**config.mk**
```make
export PLATFORM = sky130hd
export DESIGN_NAME = tetris_screen_sequencer
export DESIGN_NICKNAME = d
export VERILOG_FILES = /design/src/rtl/tetris_pkg.sv /design/src/rtl/tetris_screen_sequencer_key_debounce.sv /design/src/rtl/tetris_screen_sequencer.sv
export SDC_FILE = /design/constraint.sdc
export NUM_CORES = 1
export LEC_CHECK = 0
export BUFFER_PORTS_ARGS = -buffer_cell sky130_fd_sc_hd__clkbuf_2
export CAP_MARGIN = 20
export CORE_MARGIN = 2
export CORE_UTILIZATION = 30
export DETAILED_ROUTE_END_ITERATION = 10
export PLACE_DENSITY_LB_ADDON = 0.15
export SYNTH_ARGS = -nofsm -noshare
export SYNTH_HDL_FRONTEND = slang
export SYNTH_HIERARCHICAL = 1
export SYNTH_SLANG_ARGS = --single-unit
export TNS_END_PERCENT = 30
```
**constraint.sdc**
```tcl
create_clock -name clk -period 3.5 [get_ports clk]
set_clock_uncertainty 0.15 [all_clocks]
set_input_delay 0.175 -clock clk [delete_from_list [all_inputs] [get_ports clk]]
set_output_delay 0.175 -clock clk [all_outputs]
set_load 0.05 [all_outputs]
```
**src/rtl/tetris_pkg.sv**
```systemverilog
// -----------------------------------------------------------------------------
// tetris_pkg
// Shared definitions for the VGA Tetris screen-mode controller.
//   - MODE_* : encoding of the mode output (READY / PLAY / OVER)
//   - state_t: screen-mode state type, encoded identically to the mode output
//   - DEF_*  : default debounce and frame-count constants
//   - cnt_width(): width of a counter that must hold 0 .. n-1
// -----------------------------------------------------------------------------
package tetris_pkg;

  localparam logic [1:0] MODE_READY = 2'd0;
  localparam logic [1:0] MODE_PLAY  = 2'd1;
  localparam logic [1:0] MODE_OVER  = 2'd2;

  typedef enum logic [1:0] {
    ST_READY = MODE_READY,
    ST_PLAY  = MODE_PLAY,
    ST_OVER  = MODE_OVER
  } state_t;

  localparam int DEF_DEBOUNCE_CYCLES = 1000000; // 20 ms at 50 MHz
  localparam int DEF_BLINK_FRAMES    = 30;
  localparam int DEF_OVER_FRAMES     = 180;

  // A counter running 0 .. n-1 needs $clog2(n) bits; never return zero width.
  function automatic int cnt_width(input int n);
    return (n > 1) ? $clog2(n) : 1;
  endfunction

endpackage

```
**src/rtl/tetris_screen_sequencer_key_debounce.sv**
```systemverilog
// -----------------------------------------------------------------------------
// key_debounce
// Synchronises a raw active-low push button and accepts a new level only after
// DEBOUNCE_CYCLES consecutive synchronised samples that differ from the
// currently accepted level. The accepted level comes out of reset released (1).
//
// Ports:
//   clk          system clock
//   rst_n        asynchronous active-low reset
//   key_n        raw button, active-low, asynchronous to clk
//   start_press  one-cycle pulse on each accepted released->pressed change
// -----------------------------------------------------------------------------
module key_debounce
  import tetris_pkg::*;
#(
  parameter int DEBOUNCE_CYCLES = DEF_DEBOUNCE_CYCLES
) (
  input  logic clk,
  input  logic rst_n,
  input  logic key_n,
  output logic start_press
);

  localparam int             CW       = cnt_width(DEBOUNCE_CYCLES);
  localparam logic [CW-1:0]  CNT_LAST = CW'(DEBOUNCE_CYCLES - 1);

  logic [1:0]    sync_q;   // [0] first flop, [1] metastability-safe sample
  logic          level_q;  // accepted (debounced) key level
  logic [CW-1:0] cnt_q;    // consecutive samples disagreeing with level_q

  // NOTE: every register in a clocked block is assigned with <=, so all flops
  // sample the pre-edge values of each other and simulation matches hardware.
  always_ff @(posedge clk or negedge rst_n) begin
    if (!rst_n) begin
      sync_q      <= 2'b11;
      level_q     <= 1'b1;
      cnt_q       <= '0;
      start_press <= 1'b0;
    end else begin
      sync_q      <= {sync_q[0], key_n};
      start_press <= 1'b0;
      if (sync_q[1] == level_q) begin
        // Any agreeing sample breaks the run of differing samples.
        cnt_q <= '0;
      end else if (cnt_q == CNT_LAST) begin
        cnt_q       <= '0;
        level_q     <= sync_q[1];
        // A change away from level 1 is a press; the release edge is silent.
        start_press <= level_q;
      end else begin
        cnt_q <= cnt_q + CW'(1);
      end
    end
  end

endmodule

```
**src/rtl/tetris_screen_sequencer.sv**
```systemverilog
// -----------------------------------------------------------------------------
// tetris_screen_sequencer
// Screen-mode controller for the VGA Tetris display: READY (start screen),
// PLAY and OVER. Mode changes are taken only on frame_start so a frame never
// mixes content from two modes. The start-screen image blinks with a
// half-period of BLINK_FRAMES frames while in READY.
//
// Optional build macro ATTRACT_TIMEOUT_EN: when defined, OVER returns to READY
// by itself after OVER_FRAMES frames (a start press still returns earlier).
// When undefined, OVER waits for a start press and OVER_FRAMES does not exist.
//
// Ports:
//   clk            system clock
//   rst_n          asynchronous active-low reset
//   key_start_n    raw start button, active-low, asynchronous
//   frame_start    one-cycle pulse at start of vertical blanking
//   game_over      level from game logic, 1 = game lost
//   ready_sig      start-screen region enable (READY)
//   gameready_sig  start-screen image visible (READY and blink phase on)
//   play_sig       game renderer enable (PLAY)
//   over_sig       game-over renderer enable (OVER)
//   game_rst_n     active-low one-cycle reset to the game logic on READY->PLAY
//   mode           current mode: 0 READY, 1 PLAY, 2 OVER
// -----------------------------------------------------------------------------
module tetris_screen_sequencer
  import tetris_pkg::*;
#(
`ifdef ATTRACT_TIMEOUT_EN
  parameter int OVER_FRAMES     = DEF_OVER_FRAMES,
`endif
  parameter int DEBOUNCE_CYCLES = DEF_DEBOUNCE_CYCLES,
  parameter int BLINK_FRAMES    = DEF_BLINK_FRAMES
) (
  input  logic       clk,
  input  logic       rst_n,
  input  logic       key_start_n,
  input  logic       frame_start,
  input  logic       game_over,
  output logic       ready_sig,
  output logic       gameready_sig,
  output logic       play_sig,
  output logic       over_sig,
  output logic       game_rst_n,
  output logic [1:0] mode
);

  localparam int            BW         = cnt_width(BLINK_FRAMES);
  localparam logic [BW-1:0] BLINK_LAST = BW'(BLINK_FRAMES - 1);

  logic start_press;

  key_debounce #(
    .DEBOUNCE_CYCLES(DEBOUNCE_CYCLES)
  ) u_key_debounce (
    .clk        (clk),
    .rst_n      (rst_n),
    .key_n      (key_start_n),
    .start_press(start_press)
  );

  state_t        state_q, state_d;
  logic          start_pend_q, start_pend_d;
  logic          over_pend_q, over_pend_d;
  logic [BW-1:0] blink_cnt_q, blink_cnt_d;
  logic          blink_phase_q, blink_phase_d;
  logic          over_timeout;

`ifdef ATTRACT_TIMEOUT_EN
  localparam int            OW        = cnt_width(OVER_FRAMES);
  localparam logic [OW-1:0] OVER_LAST = OW'(OVER_FRAMES - 1);

  logic [OW-1:0] over_cnt_q, over_cnt_d;

  assign over_timeout = frame_start && (over_cnt_q == OVER_LAST);
`else
  assign over_timeout = 1'b0;
`endif

  // NOTE: every signal driven here gets a default first, so no path through
  // the case/if tree leaves one unassigned and no latch is inferred.
  always_comb begin
    state_d       = state_q;
    start_pend_d  = start_pend_q;
    over_pend_d   = 1'b0;
    blink_cnt_d   = blink_cnt_q;
    blink_phase_d = blink_phase_q;
`ifdef ATTRACT_TIMEOUT_EN
    over_cnt_d    = over_cnt_q;
`endif

    case (state_q)
      ST_READY: begin
        // start_pend is registered, so a press arriving together with
        // frame_start only takes effect at the following frame_start.
        if (frame_start && start_pend_q) begin
          state_d      = ST_PLAY;
          start_pend_d = 1'b0;
        end else begin
          if (start_press) start_pend_d = 1'b1;
          if (frame_start) begin
            if (blink_cnt_q == BLINK_LAST) begin
              blink_cnt_d   = '0;
              blink_phase_d = ~blink_phase_q;
            end else begin
              blink_cnt_d = blink_cnt_q + BW'(1);
            end
          end
        end
      end

      ST_PLAY: begin
        // Presses are meaningless mid-game; game_over is only sampled once
        // the state register already reads PLAY, guaranteeing a full frame.
        start_pend_d = 1'b0;
        if (frame_start && over_pend_q) begin
          state_d    = ST_OVER;
`ifdef ATTRACT_TIMEOUT_EN
          over_cnt_d = '0;
`endif
        end else begin
          over_pend_d = over_pend_q | game_over;
        end
      end

      ST_OVER: begin
        if (frame_start && (start_pend_q || over_timeout)) begin
          state_d       = ST_READY;
          start_pend_d  = 1'b0;
          blink_cnt_d   = '0;
          blink_phase_d = 1'b1;
        end else begin
          if (start_press) start_pend_d = 1'b1;
`ifdef ATTRACT_TIMEOUT_EN
          if (frame_start) over_cnt_d = over_cnt_q + OW'(1);
`endif
        end
      end

      default: begin
        state_d      = ST_READY;
        start_pend_d = 1'b0;
      end
    endcase
  end

  always_ff @(posedge clk or negedge rst_n) begin
    if (!rst_n) begin
      state_q       <= ST_READY;
      start_pend_q  <= 1'b0;
      over_pend_q   <= 1'b0;
      blink_cnt_q   <= '0;
      blink_phase_q <= 1'b1;
`ifdef ATTRACT_TIMEOUT_EN
      over_cnt_q    <= '0;
`endif
    end else begin
      state_q       <= state_d;
      start_pend_q  <= start_pend_d;
      over_pend_q   <= over_pend_d;
      blink_cnt_q   <= blink_cnt_d;
      blink_phase_q <= blink_phase_d;
`ifdef ATTRACT_TIMEOUT_EN
      over_cnt_q    <= over_cnt_d;
`endif
    end
  end

  // Outputs are decoded from the next state into their own flops so they
  // change on the same edge as state_q and are glitch-free.
  always_ff @(posedge clk or negedge rst_n) begin
    if (!rst_n) begin
      ready_sig     <= 1'b1;
      gameready_sig <= 1'b1;
      play_sig      <= 1'b0;
      over_sig      <= 1'b0;
      game_rst_n    <= 1'b0;
      mode          <= MODE_READY;
    end else begin
      ready_sig     <= (state_d == ST_READY);
      gameready_sig <= (state_d == ST_READY) && blink_phase_d;
      play_sig      <= (state_d == ST_PLAY);
      over_sig      <= (state_d == ST_OVER);
      game_rst_n    <= !((state_q == ST_READY) && (state_d == ST_PLAY));
      mode          <= state_d;
    end
  end

endmodule

```
[Word level (Yosys, flattened, before mapping)]
Index checks and enable logic that the tools add are counted.
Word-level totals
  flip-flop bits (word level): 39
  input bits: 5
  output and inout port bits: 7
  word-level logic and storage cells: 64
Cells by class
  $add $sub $neg: 2
  equal/unequal tests: 11
  multiplexer cells: 23
  bitwise gates (word level): 3
  reduce and logical (&&, ||, !) cells: 11
Operators with widths (count)
  2-to-1 mux 20 bit: 2
  adder 20 x 1 -> 20 bit (second input constant): 1
  equality test 20 bit (second input constant): 1
  2-to-1 mux 5 bit: 4
  2-to-1 mux 1 bit: 11
  case mux 5 bit (2 select lines): 1
  2-to-1 mux 2 bit: 3
  inequality test 2 bit (second input constant): 3
  case mux 2 bit (3 select lines): 1
  adder 5 x 1 -> 5 bit (second input constant): 1
  equality test 5 bit (second input constant): 1
  equality test 2 x 1 -> 1 bit (second input constant): 2
  equality test 2 bit (second input constant): 2
  logical AND 1 bit: 4
  logical NOT 2 bit: 2
  AND reduction 4 bit: 1
  inequality test 3 x 1 -> 1 bit (second input constant): 1
  NOT 1 bit: 2
  case mux 1 bit (2 select lines): 1
  AND reduction 2 bit: 1
  nonzero test 2 bit: 1
  OR reduction 2 bit: 1
  equality test 1 bit: 1
  logical NOT 1 bit: 1
  bitwise OR 1 bit: 1

[Longest topological paths before layout]
  depth after elaboration: 6
  depth in mapped cells: 6
  gate-level depth less buffers: 5

[Modules after synthesis]
The synthesis kept the hierarchy.
By module, submodules not included
  key_debounce: instances 1, cells each 116, area each 1139.8 sq um, seq. area each 604.3 sq um
  tetris_screen_sequencer: instances 1, cells each 73, area each 775.7 sq um, seq. area each 379.1 sq um

[Worst setup path after synthesis]
OpenSTA, ideal clock, no wires.
  path type: register to register
  from: reg u_key_debounce.cnt_q[0]
  to: reg u_key_debounce.cnt_q[18]
  data arrival time: 1.897 ns
  slack: 1.375 ns
  stages on the path, launching flop included: 7
  path buffers: 1
  clock period less this slack: 2.125 ns
  path through: dfrtp_1 > ha_1 > nand2_1 > or4_1 > buf_2 > or4_1 > a21oi_1
On the way
  word-level cells in the longest chain between the ends: 3
  elaborated cells between the ends (all ways): 4
  those cells by class: 1 x add/sub; 1 x eq/ne; 2 x mux
Ends and longest elaborated chain
  start: declaration: RTL line tetris_screen_sequencer_key_debounce.sv:29  | logic [CW-1:0] cnt_q;
  start signal: assignment: RTL line tetris_screen_sequencer_key_debounce.sv:51  | cnt_q <= cnt_q + CW'(1);
  adder 20 x 1 -> 20 bit or equality test 20 bit (tied branches): RTL line tetris_screen_sequencer_key_debounce.sv:51, tetris_screen_sequencer_key_debounce.sv:45
  2-to-1 mux 20 bit (*): RTL line tetris_screen_sequencer_key_debounce.sv:45  | end else if (cnt_q == CNT_LAST) begin
  2-to-1 mux 20 bit (*): RTL line tetris_screen_sequencer_key_debounce.sv:42  | if (sync_q[1] == level_q) begin
Every way passes the cells marked *; elsewhere a longest branch is shown, timed or not.
A chain may end at the register's enable or synchronous reset.

[Worst setup path after layout]
Same ends and word-level chain as after synthesis.

==> impl_metrics.env <==
export IMPL_worstMarginPinSlew_ps=551.8
export IMPL_required_ps=3570
export IMPL_max_vdd_ir_drop_mv=0.1738
export IMPL_sequentialPowerShare_pct=55.5
export IMPL_area_growth_pct=13.72
export IMPL_synth_seq_cells=39
export IMPL_p_int_mw=0.6811
export IMPL_ios=12
export IMPL_diodes=0
export IMPL_wl_um=3657
export IMPL_antenna_found_initial=0
export IMPL_layout_nets=213
export IMPL_place_inst=271
export IMPL_final_cells=283
export IMPL_synth_ff_type="dfrtp_1"
export IMPL_avgViaCountPerCell=4.926
export IMPL_syn_nets=197
export IMPL_post_cts_repair_setup_buffers=0
export IMPL_syn_inst=189
export IMPL_grt_pass1_wl_um=6272
export IMPL_layout_drive_gt1_share_pct=18.45
export IMPL_grt_pass1_vias=1327
export IMPL_rsz0062_at_grt="no"
export IMPL_p_sw_mw=0.2593
export IMPL_cts_root_buf="clkbuf_8"
export IMPL_worst_setup_path_type="reg2reg"
export IMPL_dpl_hpwl_um=2423
export IMPL_path_max_fanout=8
export IMPL_fin_crit_ps=2236
export IMPL_cts_tree="done"
export IMPL_swShare_pct=27.58
export IMPL_slew_headroom_pct=63.21
export IMPL_p_clk_share_pct=31.2
export IMPL_start_kind="flip-flop"
export IMPL_routedLengthMet1_um=1751
export IMPL_die_h_um=83.91
export IMPL_initial_core_util_pct=30.52
export IMPL_p_leak_nw=0.8850
export IMPL_grt_max_degree=40
export IMPL_place_gp_congestion=0.7319
export IMPL_crit_arrival_ps=2310
export IMPL_cts_buffers_inserted=5
export IMPL_core_um2=6277
export IMPL_die_width_um=83.91
export IMPL_tns_ps=0
export IMPL_drc=0
export IMPL_drt_pass1_iter_count=4
export IMPL_hp_class="in2reg"
export IMPL_met2_length_um=1764
export IMPL_yosysWarnings=6
export IMPL_setup_viol=0
export IMPL_antenna_left=0
export IMPL_overflow=0
export IMPL_num_vias=1394
export IMPL_comb_power_share_pct=13.3
export IMPL_power_density_nw_per_um2=431.7
export IMPL_avgSynthCellArea_um2=10.14
export IMPL_cts_buffer_depth=2
export IMPL_synth_area_leaders="dfrtp_1 43%, dfstp_2 8.2%, nor2_1 3.7%, a21oi_1 3.1%, xnor2_1 2.7%"
export IMPL_status="finished, final reports clean"
export IMPL_maxSlewViolCount=0
export IMPL_synth_commonest_cells="33 x dfrtp_1, 19 x nor2_1, 12 x a21oi_1"
export IMPL_grt_use_total_pct=11.09
export IMPL_netlist_area_leader_share_pct=43.11
export IMPL_synth_most_common_cell="dfrtp_1"
export IMPL_drv_cap=0
export IMPL_maxUsedRoutingLayer="met4"
export IMPL_synth_edf_count=0
export IMPL_wire_per_inst_um=12.92
export IMPL_clkTransAtPathRegs_ps=80
export IMPL_ys_types=46
export IMPL_syn_area_um2=1916
export IMPL_die_area_um2=7041
export IMPL_yosysTopAreaCell="dfrtp_1"
export IMPL_htreeDepth=2
export IMPL_fin_crit_sh_pct=63.88
export IMPL_fillers=648
export IMPL_drt_iter0_markers=27
export IMPL_max_freq_mhz=447.3
export IMPL_port_buffer_count=11
export IMPL_insertion_delay_ps=290
export IMPL_hold_viol=0
export IMPL_numClockSinks=39
export IMPL_yosysSeqAreaShare_pct=51.34
export IMPL_endpoint_kind="flip-flop"
export IMPL_async_flop_share_pct=100.0
export IMPL_wl_met3_um=113
export IMPL_row_count=29
==> cell families after synthesis <==
kind of cell    Yosys count  synth area share, %
fa+ha+maj                 3                1.960
mux                       4                2.221
simple gates             75                22.08
xor+xnor                 12                5.879
buf+inv                  18                3.984
flops                    39                51.34
compound gates           38                12.54
==> cell type report <==
| cell class | instances | area (um2) | share of cell area (%) |
|---|---|---|---|
| timing repair buffer | 16 | 120.1 | 5.514 |
| multi-input combinational | 132 | 855.8 | 39.29 |
| sequential | 39 | 983.4 | 45.15 |
| clock buffer | 7 | 76.32 | 3.504 |
| clock inverter | 1 | 5.005 | 0.2298 |
| inverter | 11 | 41.29 | 1.895 |
| tap | 77 | 96.34 | 4.423 |
==> power groups by stage <==
stage / clock network, mW / logic, mW / registers (mW)
floorplan: 0 / 0.0771 / 0.534
global placement: 0 / 0.119 / 0.529
detailed placement: 0 / 0.120 / 0.530
CTS: 0.310 / 0.123 / 0.521
global route: 0.333 / 0.140 / 0.527
finish: 0.294 / 0.125 / 0.522
==> repair_timing <==
| action | 4_1_cts | 5_1_grt |
|---|---|---|
| resized for setup | 0 | 0 |
| hold buffers | 3 | 0 |
| endpoints found under the hold margin | 35 | 0 |
==> layout by cell type, fill, tap and decap left out, types with 3 or more instances in the layout <==
cell type	netlist	final
xnor2_1	6	6
o21ai_1	2	3
or3_2	3	3
clkbuf_8	0	5
dlygate4sd3_1	0	3
a21oi_1	12	12
or3_1	3	3
o31ai_1	3	3
dfstp_2	6	6
xor2_1	5	5
or4_1	6	6
ha_1	3	3
inv_1	11	11
o21ai_0	9	8
nand4_1	5	5
nor2_1	19	19
nand2_1	7	7
nand2b_1	5	5
nand3_1	10	10
dfrtp_1	33	33
clkbuf_2	0	11
==> final timing paths <==
check | from | endpoint | slack (ps) | depth (start not counted)
worst max-delay path | u_key_debounce/cnt_q[0]$_DFF_PN0_ | u_key_debounce/cnt_q[18]$_DFF_PN0_ | 1260 | 5
worst min-delay path | frame_start | over_sig$_DFF_PN0_ | 80 | 3
worst max register to register | u_key_debounce/cnt_q[0]$_DFF_PN0_ | u_key_debounce/cnt_q[18]$_DFF_PN0_ | 1260 | 5
worst min register to register | u_key_debounce/sync_q[0]$_DFF_PN1_ | u_key_debounce/sync_q[1]$_DFF_PN1_ | 210 | 0
max in group asynchronous | rst_n | blink_phase_q$_DFF_PN1_ | 2370 | 3
min in group asynchronous | rst_n | play_sig$_DFF_PN0_ | 250 | 2
==> worst max-delay path, stage by stage, from the launching register on <==
cell     delay (ps)
dfrtp_1         400
ha_1            240
nand2_1         100
or4_1           630
or4_1           510
a21oi_1         150
==> state kept, by name, indices dropped and copies added (netlist names), 2 cells and up <==
name and flops:
mode 2, blink_cnt_q 5, u_key_debounce/sync_q 2, u_key_debounce/cnt_q 20
==> layer usage <==
| layer | vias up | global-route usage [%] |
|---|---|---|
| met1 | 677 | 13.56 |
| met4 | 0 | 3.959 |
| met2 | 13 | 17.96 |
| met3 | 2 | 4.055 |
| li1 | 702 | - |
| met5 | - | 0 |
==> stage by stage <==
stage	utilization (%)	total power, mW	hold WS (ps)	setup slack (ps)	area [um2]
2_1_floorplan	-	0.6114	-270.6	1375	1916
3_3_place_gp	32.49	0.6482	112.2	1268	2039
3_5_place_dp	32.49	0.6496	116.8	1242	2039
4_1_cts	34.26	0.9544	60.57	1241	2151
5_1_grt	34.70	1.000	95.43	1142	2178
6_report	34.70	0.9404	76.70	1264	2178
Power figures use the tool's default switching activity.
